**src/rtl/fetch_controller.sv**
```systemverilog
// fetch_controller: IF-stage fetch sequencer.
// Owns the fetch PC, drives a combinational-read instruction memory, and
// registers each fetched word with its PC into a valid/ready slot for decode.
// Handles decode back-pressure and branch/jump redirects.
// Optional feature macro: FETCH_MISALIGN_TRAP_EN
//   defined   -> a misaligned redirect halts fetch and raises a sticky trap
//   undefined -> misaligned redirect targets are forced to word alignment
module fetch_controller #(
    parameter int              XLEN     = 32,
    parameter logic [XLEN-1:0] RESET_PC = '0
) (
    input  logic            clk,
    input  logic            rst_n,
    output logic [XLEN-1:0] imem_addr,
    input  logic [XLEN-1:0] imem_instr,
    input  logic            redirect_valid,
    input  logic [XLEN-1:0] redirect_pc,
    output logic            out_valid,
    input  logic            out_ready,
    output logic [XLEN-1:0] out_instr,
    output logic [XLEN-1:0] out_pc,
    output logic            misalign_trap,
    output logic [XLEN-1:0] trap_pc
);

    typedef enum logic [1:0] {
        ST_BOOT = 2'd0,
        ST_RUN  = 2'd1,
        ST_HALT = 2'd2
    } state_t;

    // Clears the two byte-offset bits of a word address.
    localparam logic [XLEN-1:0] WORD_MASK = ~{{(XLEN-2){1'b0}}, 2'b11};

    state_t          state_q, state_d;
    logic [XLEN-1:0] pc_q, pc_d;
    logic            valid_q, valid_d;
    logic [XLEN-1:0] instr_q, instr_d;
    logic [XLEN-1:0] opc_q, opc_d;

    logic            redirect_bad;
    logic [XLEN-1:0] redirect_target;

    assign redirect_target = redirect_pc & WORD_MASK;

`ifdef FETCH_MISALIGN_TRAP_EN
    logic            trap_q, trap_d;
    logic [XLEN-1:0] tpc_q, tpc_d;

    assign redirect_bad = redirect_valid && (redirect_pc[1:0] != 2'b00);

    // Sticky trap flag: set by a misaligned redirect, cleared by an aligned one.
    always_comb begin
        trap_d = trap_q;
        tpc_d  = tpc_q;
        if (redirect_valid) begin
            if (redirect_bad) begin
                trap_d = 1'b1;
                tpc_d  = redirect_pc;
            end else begin
                trap_d = 1'b0;
            end
        end
    end

    // Trap flag and offending address registers.
    always_ff @(posedge clk or negedge rst_n) begin
        if (!rst_n) begin
            trap_q <= 1'b0;
            tpc_q  <= '0;
        end else begin
            trap_q <= trap_d;
            tpc_q  <= tpc_d;
        end
    end

    assign misalign_trap = trap_q;
    assign trap_pc       = tpc_q;
`else
    // Misaligned targets are silently aligned, so a redirect never halts.
    assign redirect_bad  = 1'b0;
    assign misalign_trap = 1'b0;
    assign trap_pc       = '0;
`endif

    // Next-state logic: a redirect outranks everything, then stall, then fetch.
    always_comb begin
        state_d = state_q;
        pc_d    = pc_q;
        valid_d = valid_q;
        instr_d = instr_q;
        opc_d   = opc_q;
        if (redirect_valid) begin
            // Any held instruction is dropped; the new PC is fetched next cycle.
            valid_d = 1'b0;
            if (redirect_bad) begin
                state_d = ST_HALT;
            end else begin
                state_d = ST_RUN;
                pc_d    = redirect_target;
            end
        end else begin
            case (state_q)
                ST_BOOT: begin
                    state_d = ST_RUN;
                end
                ST_RUN: begin
                    // Capture unless decode is refusing a held slot.
                    if (!(valid_q && !out_ready)) begin
                        instr_d = imem_instr;
                        opc_d   = pc_q;
                        valid_d = 1'b1;
                        pc_d    = pc_q + XLEN'(4);
                    end
                end
                ST_HALT: begin
                    valid_d = 1'b0;
                end
                default: begin
                    state_d = ST_BOOT;
                    valid_d = 1'b0;
                end
            endcase
        end
    end

    // State, PC and output-slot registers.
    always_ff @(posedge clk or negedge rst_n) begin
        if (!rst_n) begin
            state_q <= ST_BOOT;
            pc_q    <= RESET_PC;
            valid_q <= 1'b0;
            instr_q <= '0;
            opc_q   <= '0;
        end else begin
            state_q <= state_d;
            pc_q    <= pc_d;
            valid_q <= valid_d;
            instr_q <= instr_d;
            opc_q   <= opc_d;
        end
    end

    assign imem_addr = pc_q & WORD_MASK;
    assign out_valid = valid_q;
    assign out_instr = instr_q;
    assign out_pc    = opc_q;

endmodule

```
**config.mk**
```make
export PLATFORM = sky130hd
export DESIGN_NAME = fetch_controller
export DESIGN_NICKNAME = d
export VERILOG_FILES = /design/src/rtl/fetch_controller.sv
export SDC_FILE = /design/constraint.sdc
export NUM_CORES = 1
export LEC_CHECK = 0
export BUFFER_PORTS_ARGS = -buffer_cell sky130_fd_sc_hd__buf_4
export CAP_MARGIN = 20
export CELL_PAD_IN_SITES_DETAIL_PLACEMENT = 1
export CELL_PAD_IN_SITES_GLOBAL_PLACEMENT = 2
export CORE_AREA = 2 2 107 161
export CTS_BUF_LIST = sky130_fd_sc_hd__clkbuf_16
export DETAILED_ROUTE_END_ITERATION = 12
export DIE_AREA = 0 0 109 163
export GPL_ROUTABILITY_DRIVEN = 1
export GPL_TIMING_DRIVEN = 0
export HOLD_SLACK_MARGIN = 0.12
export PLACE_DENSITY = 0.85
export SETUP_SLACK_MARGIN = 0.3
export SLEW_MARGIN = 20
export SYNTH_ARGS = -nofsm -noshare
export SYNTH_HDL_FRONTEND = slang
export SYNTH_SLANG_ARGS = --single-unit
```
**constraint.sdc**
```tcl
create_clock -name clk -period 3.7 [get_ports clk]
set_input_delay 0.185 -clock clk [delete_from_list [all_inputs] [get_ports clk]]
set_output_delay 0.185 -clock clk [all_outputs]
set_load 0.02 [all_outputs]
```
### Word level (Yosys, flattened, before mapping)

Cells that the tools add are included.

* bitwise gates (word level): 2
* equal/unequal tests: 6
* add/subtract/negate cells: 1
* reductions and logical operators: 8
* multiplexer cells: 8

Operator list (count)
* 32-bit two-way mux: 3
* 32-bit by 3-bit adder with 32-bit output (second input constant): 1
* 2-bit inequality test (second input constant): 2
* 2-bit one-hot mux with 2 select lines: 1
* 2-bit AND reduction: 2
* 3-bit inequality test (second input constant): 1
* 3-bit AND reduction: 1
* 2-bit by 1-bit equality test with 1-bit output (second input constant): 1
* 2-bit equality test (second input constant): 1
* 2-bit logical NOT: 1
* 1-bit two-way mux: 2
* 2-bit two-way mux: 1
* 2-bit by 1-bit inequality test with 1-bit output (second input constant): 1
* 1-bit NOT: 2
* 1-bit one-hot mux with 2 select lines: 1
* 2-bit nonzero test: 1
* 2-bit OR reduction: 1
* 1-bit logical AND: 1
* 1-bit logical NOT: 1

* word-level logic and storage cells: 30
* bits in registers: 99

### Longest topological paths before layout

* depth in word-level cells: 5
* mapped depth: 6
* depth with buffers taken out: 4

### Least setup slack after synthesis

No wires, ideal clock.

* path type: register to register
* start: register valid_q (netlist: out_valid)
* end: register instr_q[18] (netlist: out_instr[18])
* cell stages (with the launch flop): 7
* setup time: 0.125 ns
* data required time: 3.575 ns
* arrival time: 1.571 ns
* path buffers: 2
* setup slack: 2.004 ns
* cell sequence: dfrtp_1 > nand2b_1 > buf_2 > nand2_1 > nor2_4 > buf_4 > mux2_2

* cells in the longest elaborated chain, start to end: 3

RTL lines
* start: declaration: line 37 `logic valid_q, valid_d;`
* start signal: assignment: line 138 `valid_q <= valid_d;`
* 1-bit logical AND: line 109 `if (!(valid_q && !out_ready)) begin`
* 1-bit NOT (no source line)
* 3-bit AND reduction (no source line)
* end signal: assignment: line 139 `instr_q <= instr_d;`
* end: declaration: line 38 `logic [XLEN-1:0] instr_q, instr_d;`

No other way between the ends.
A chain may end at the register's enable or synchronous reset.

### Final worst setup path

* start: register valid_q (netlist: out_valid)
* end: register instr_q[12] (netlist: out_instr[12])

Same word-level chain as after synthesis.

==> flow_results.org <==
** Status
- Result of the run :: completed

** Timing
- Max_slew headroom :: 40.7%
- The worst path in the final design needs a cycle of 1.91 ns, including I/O delays and setup.
- Total Neg Setup Slack :: 0 ns
- Hold Vio Cnt, Final :: 0
- Final hold slack :: 0.139 ns
- The number of slew-limit violations in the final report was 0.
- The final critical path takes up 51.6% of the cycle.
- For the pin with the worst max-slew slack, the measured transition is 0.889 ns.
- Clock Skew :: 0.00871 ns
- Timing would allow up to 524 MHz.
- Final setup violation count :: 0
- RSZ-0062 raised after global routing :: no
- Setup slack on the critical path of the routed design comes to 1.79 ns.

** Setup path
- The startpoint identified for the worst register-to-register timing path is out_valid.
- The slowest stage of the critical path belongs to the cell sky130_fd_sc_hd__dfrtp_1.
- Counting both buffers and inverters, the worst setup path holds a total of 2.
- Register-to-register path setup slack :: 1.79 ns
- Type of element capturing the critical path :: flop
- STA classifies the critical path startpoint as a flop.
- Critical path start-end classification :: reg2reg
- STA puts the critical path data required time at 3.92 ns.
- STA puts the critical path data arrival time at 2.13 ns.
- Worst reg2reg path endpoint :: out_instr[12]
- Critical Path Fanout Max :: 10
- In this design, the stage delay of the slowest critical-path cell is 0.41 ns.
- Worst path cell trace :: nand2b_1 -> buf_2 -> nand2_1 -> nor2_4 -> buf_4 -> mux2_2
- Cell family with most CP delay :: simple AND/OR/NAND/NOR gates
- Counting cells, the worst reg-to-reg path comes to 6.

** Pwr
- IR drop worst, VDD :: 215 uV
- In this run the static leakage power is 3.29 nW.
- Power per Cell Area :: 453 nW/um2

** Placed design
- Worst setup slack after placement :: 1.78 ns
- Routability cong. :: 0.797
- Placed wire-length estimate after detailed placement :: 11.2 mm
- Input and output buffers added on the ports amount to 158.

** Job
- Across the run, the number of max-cap violations was 0.

** Min path
- Counting instances, the worst hold path has a depth of 3.
- The worst hold path begins at redirect_pc[13].
- The worst hold path belongs to the class in2reg.
- Capture endpoint of the worst hold path :: pc_q[13]

** CTS
- In this run, CTS created clock tree buffers numbering 9.
- After clock tree synthesis, the clock-pin slew on the worst setup and hold paths is 0.07 ns.
- The later pin in the worst-skew pair is clocked with a latency of 0.34 ns.
- Number of buffers added to fix hold violations after cts :: 61
- Setup repair bufs after CTS :: 0
- Post-CTS repair changed the size of 0 cells.
- The H-tree was split into 3 levels.
- TritonCTS built the clock tree.
- The clock net in this run drives a total of 94 sinks.
- Clk root buf :: sky130_fd_sc_hd__clkbuf_16
- The clock passes through at most 2 buffers.

** Yosys
- The average instance in the mapped netlist occupies 11.3 um2.
- Synthesized cell area :: 4690 um2
- In this run, synthesis produced a sequential element count of 94.
- Sequential share of the synthesized area :: 50.2%
- The most used flip-flop cell after synthesis is sky130_fd_sc_hd__dfrtp_1.
- The Yosys step of the flow raised 0 warnings.
- Number of enable flip-flop cells after synthesis :: 0
- Synthesized netlist cell count :: 416
- In this run, distinct cell masters in the synthesized netlist total 49.
- For this run, asynchronously set or reset flops after synthesis account for 100%.

** Global route
- In the global route stage, overall resource usage came out at 18.1%.
- Entering global routing, the biggest net connects 95 pins.
- Number of antenna violations at the first check in global routing :: 1
- The first global-routing pass estimated 24.6 mm of wire.
- Gr ovfl total :: 0
- The via count of the first global-routing pass is 4608.

** Die
- The core region is 16500 um2.
- Chip height :: 163 um
- For this configuration, the core starts out at a cell density of 28.5%.
- I/O pin total :: 198
- In this run the core area contains 58 standard-cell rows.
- Die X-Extent :: 109 um
- The die covers 17800 um2.

** Detailed routing
- In the detailed route, the total length drawn on met2 is 8.81 mm.
- In the final routing, the length of wire on met1 measures 5.93 mm.
- Average routed wire per standard cell :: 17.7 um
- Pre-antenna DRT Iters :: 4
- The count of nets left with antenna violations once routing finished came out at 0.
- Final routed DRC violation total :: 0
- The routed design uses 610 um of met3 wire.
- Highest routed metal layer :: met4
- Number of vias per cell after detailed routing :: 4.74
- After detailed routing, the total wire length is 15.8 mm.
- In this run, the number of DRC markers left after iteration 0 of detailed routing was 211.
- The routed layout has 4247 vias.

** Final layout
- Relative to the synthesized area, the layout overhead comes to 52.8%.
- The net count of the finished layout is 751.
- Final design utilization :: 43.5%
- Ratio of cells with drive above 1 in the final layout :: 43.1%
- Fillers :: 1839
## where the power goes
| group | switching [mW] | total (mW) | internal [mW] | leakage (nW) |
|---|---|---|---|---|
| Clock | 0.402 | 0.916 | 0.514 | 0.137 |
| Combinational | 0.510 | 0.991 | 0.481 | 2.04 |
| Sequential | 0.140 | 1.34 | 1.20 | 1.11 |
## tightest hold or removal path, cell delays in order
cell and delay (ns):
sky130_fd_sc_hd__buf_4 0.08, sky130_fd_sc_hd__nor2_1 0.04, sky130_fd_sc_hd__a31oi_1 0.13
## stage by stage
step	std cells	power (mW)	area [um2]
3_5_place_dp	820	2.29	6280
5_1_grt	896	3.39	7170
6_report	896	3.24	7170
2_1_floorplan	452	1.84	4820
3_3_place_gp	820	2.26	6270
4_1_cts	895	3.27	7160
## cell families (layout without fill, tap and decap cells)
| kind of cell | after synthesis | after routing | share of synthesized area [%] |
|---|---|---|---|
| AND/OR/NAND/NOR | 137 | 137 | 16.7 |
| flip-flops | 94 | 94 | 50.2 |
| buffers and inverters | 67 | 300 | 9.23 |
| multiplexers | 63 | 63 | 15.1 |
| AO/OA/AOI/OAI | 45 | 45 | 7.07 |
| XOR/XNOR | 7 | 7 | 1.31 |
| other | 2 | 39 | 0.160 |
| adder cells (fa/ha/maj) | 1 | 1 | 0.267 |
## area by class of cell
| cell class | instances | area (um2) | share of cell area (%) |
|---|---|---|---|
| Sequential cell | 94 | 2350 | 32.8 |
| Multi-Input combinational cell | 291 | 2040 | 28.4 |
| Timing Repair Buffer | 219 | 1800 | 25.1 |
| Buffer | 61 | 410 | 5.73 |
| Tap cell | 210 | 263 | 3.67 |
| Clock buffer | 9 | 225 | 3.14 |
| Clock inverter | 5 | 51.3 | 0.716 |
| Inverter | 6 | 22.5 | 0.314 |
| Antenna cell | 1 | 2.50 | 0.0349 |
## how the worst max path moves through the flow
stage               startpoint       endpoint  cells past startpoint
finish               out_valid  out_instr[12]                      6
detailed placement   out_valid      out_pc[2]                      6
floorplan            out_valid  out_instr[18]                      6
global placement     out_valid      out_pc[2]                      6
CTS                  out_valid      out_pc[2]                      6
global route         out_valid       pc_q[21]                      6
## Yosys cell counts, drive strengths merged (2+ instances only)
| cell | n | area (um2) |
|---|---|---|
| dfrtp | 94 | 2350 |
| mux2 | 62 | 698 |
| buf | 56 | 392 |
| nand2 | 31 | 124 |
| nand3 | 25 | 125 |
| nand4 | 22 | 153 |
| nor2 | 15 | 63.8 |
| o311ai | 11 | 96.3 |
| o21ai | 9 | 45.0 |
| and4 | 7 | 66.3 |
| o31ai | 7 | 52.6 |
| inv | 6 | 22.5 |
| or4 | 6 | 45.0 |
| xor2 | 6 | 52.6 |
| clkbuf | 5 | 18.8 |
| nor2b | 5 | 31.3 |
| a22oi | 4 | 30.0 |
| and2 | 4 | 26.3 |
| and3 | 4 | 30.0 |
| or2 | 4 | 25.0 |
| a31oi | 3 | 18.8 |
| nor3 | 3 | 15.0 |
| nor4 | 3 | 18.8 |
| o211ai | 3 | 22.5 |
| a21oi | 2 | 10.0 |
| a311o | 2 | 20.0 |
| a311oi | 2 | 17.5 |
| conb | 2 | 7.51 |
| nor3b | 2 | 15.0 |
| or3 | 2 | 12.5 |
## cells in the final DEF (no fill, tap or decap), drive strengths merged, types with 6 or more instances in the layout
| cell | count |
|---|---|
| and4 | 7 |
| mux2 | 62 |
| or4 | 6 |
| buf | 214 |
| dfrtp | 94 |
| nor2 | 15 |
| nand2 | 31 |
| o311ai | 11 |
| conb | 38 |
| o21ai | 9 |
| xor2 | 6 |
| nand4 | 22 |
| inv | 7 |
| clkbuf | 14 |
| nand3 | 25 |
| dlygate4sd3 | 61 |
| o31ai | 7 |
## per-layer routing
layer  up-vias  GRT usage (%)
met1      2113           20.5
met2       135           33.2
li1       1970              -
met4         0           8.10
met5         -              0
met3        29           2.20
## sequential cells by signal, indices dropped and copies added, names as in the netlist
signal / cells
out_valid: 1
pc_q: 30
out_pc: 30
state_q: 1
out_instr: 32
Note: power is estimated with default switching activity, not from simulation.
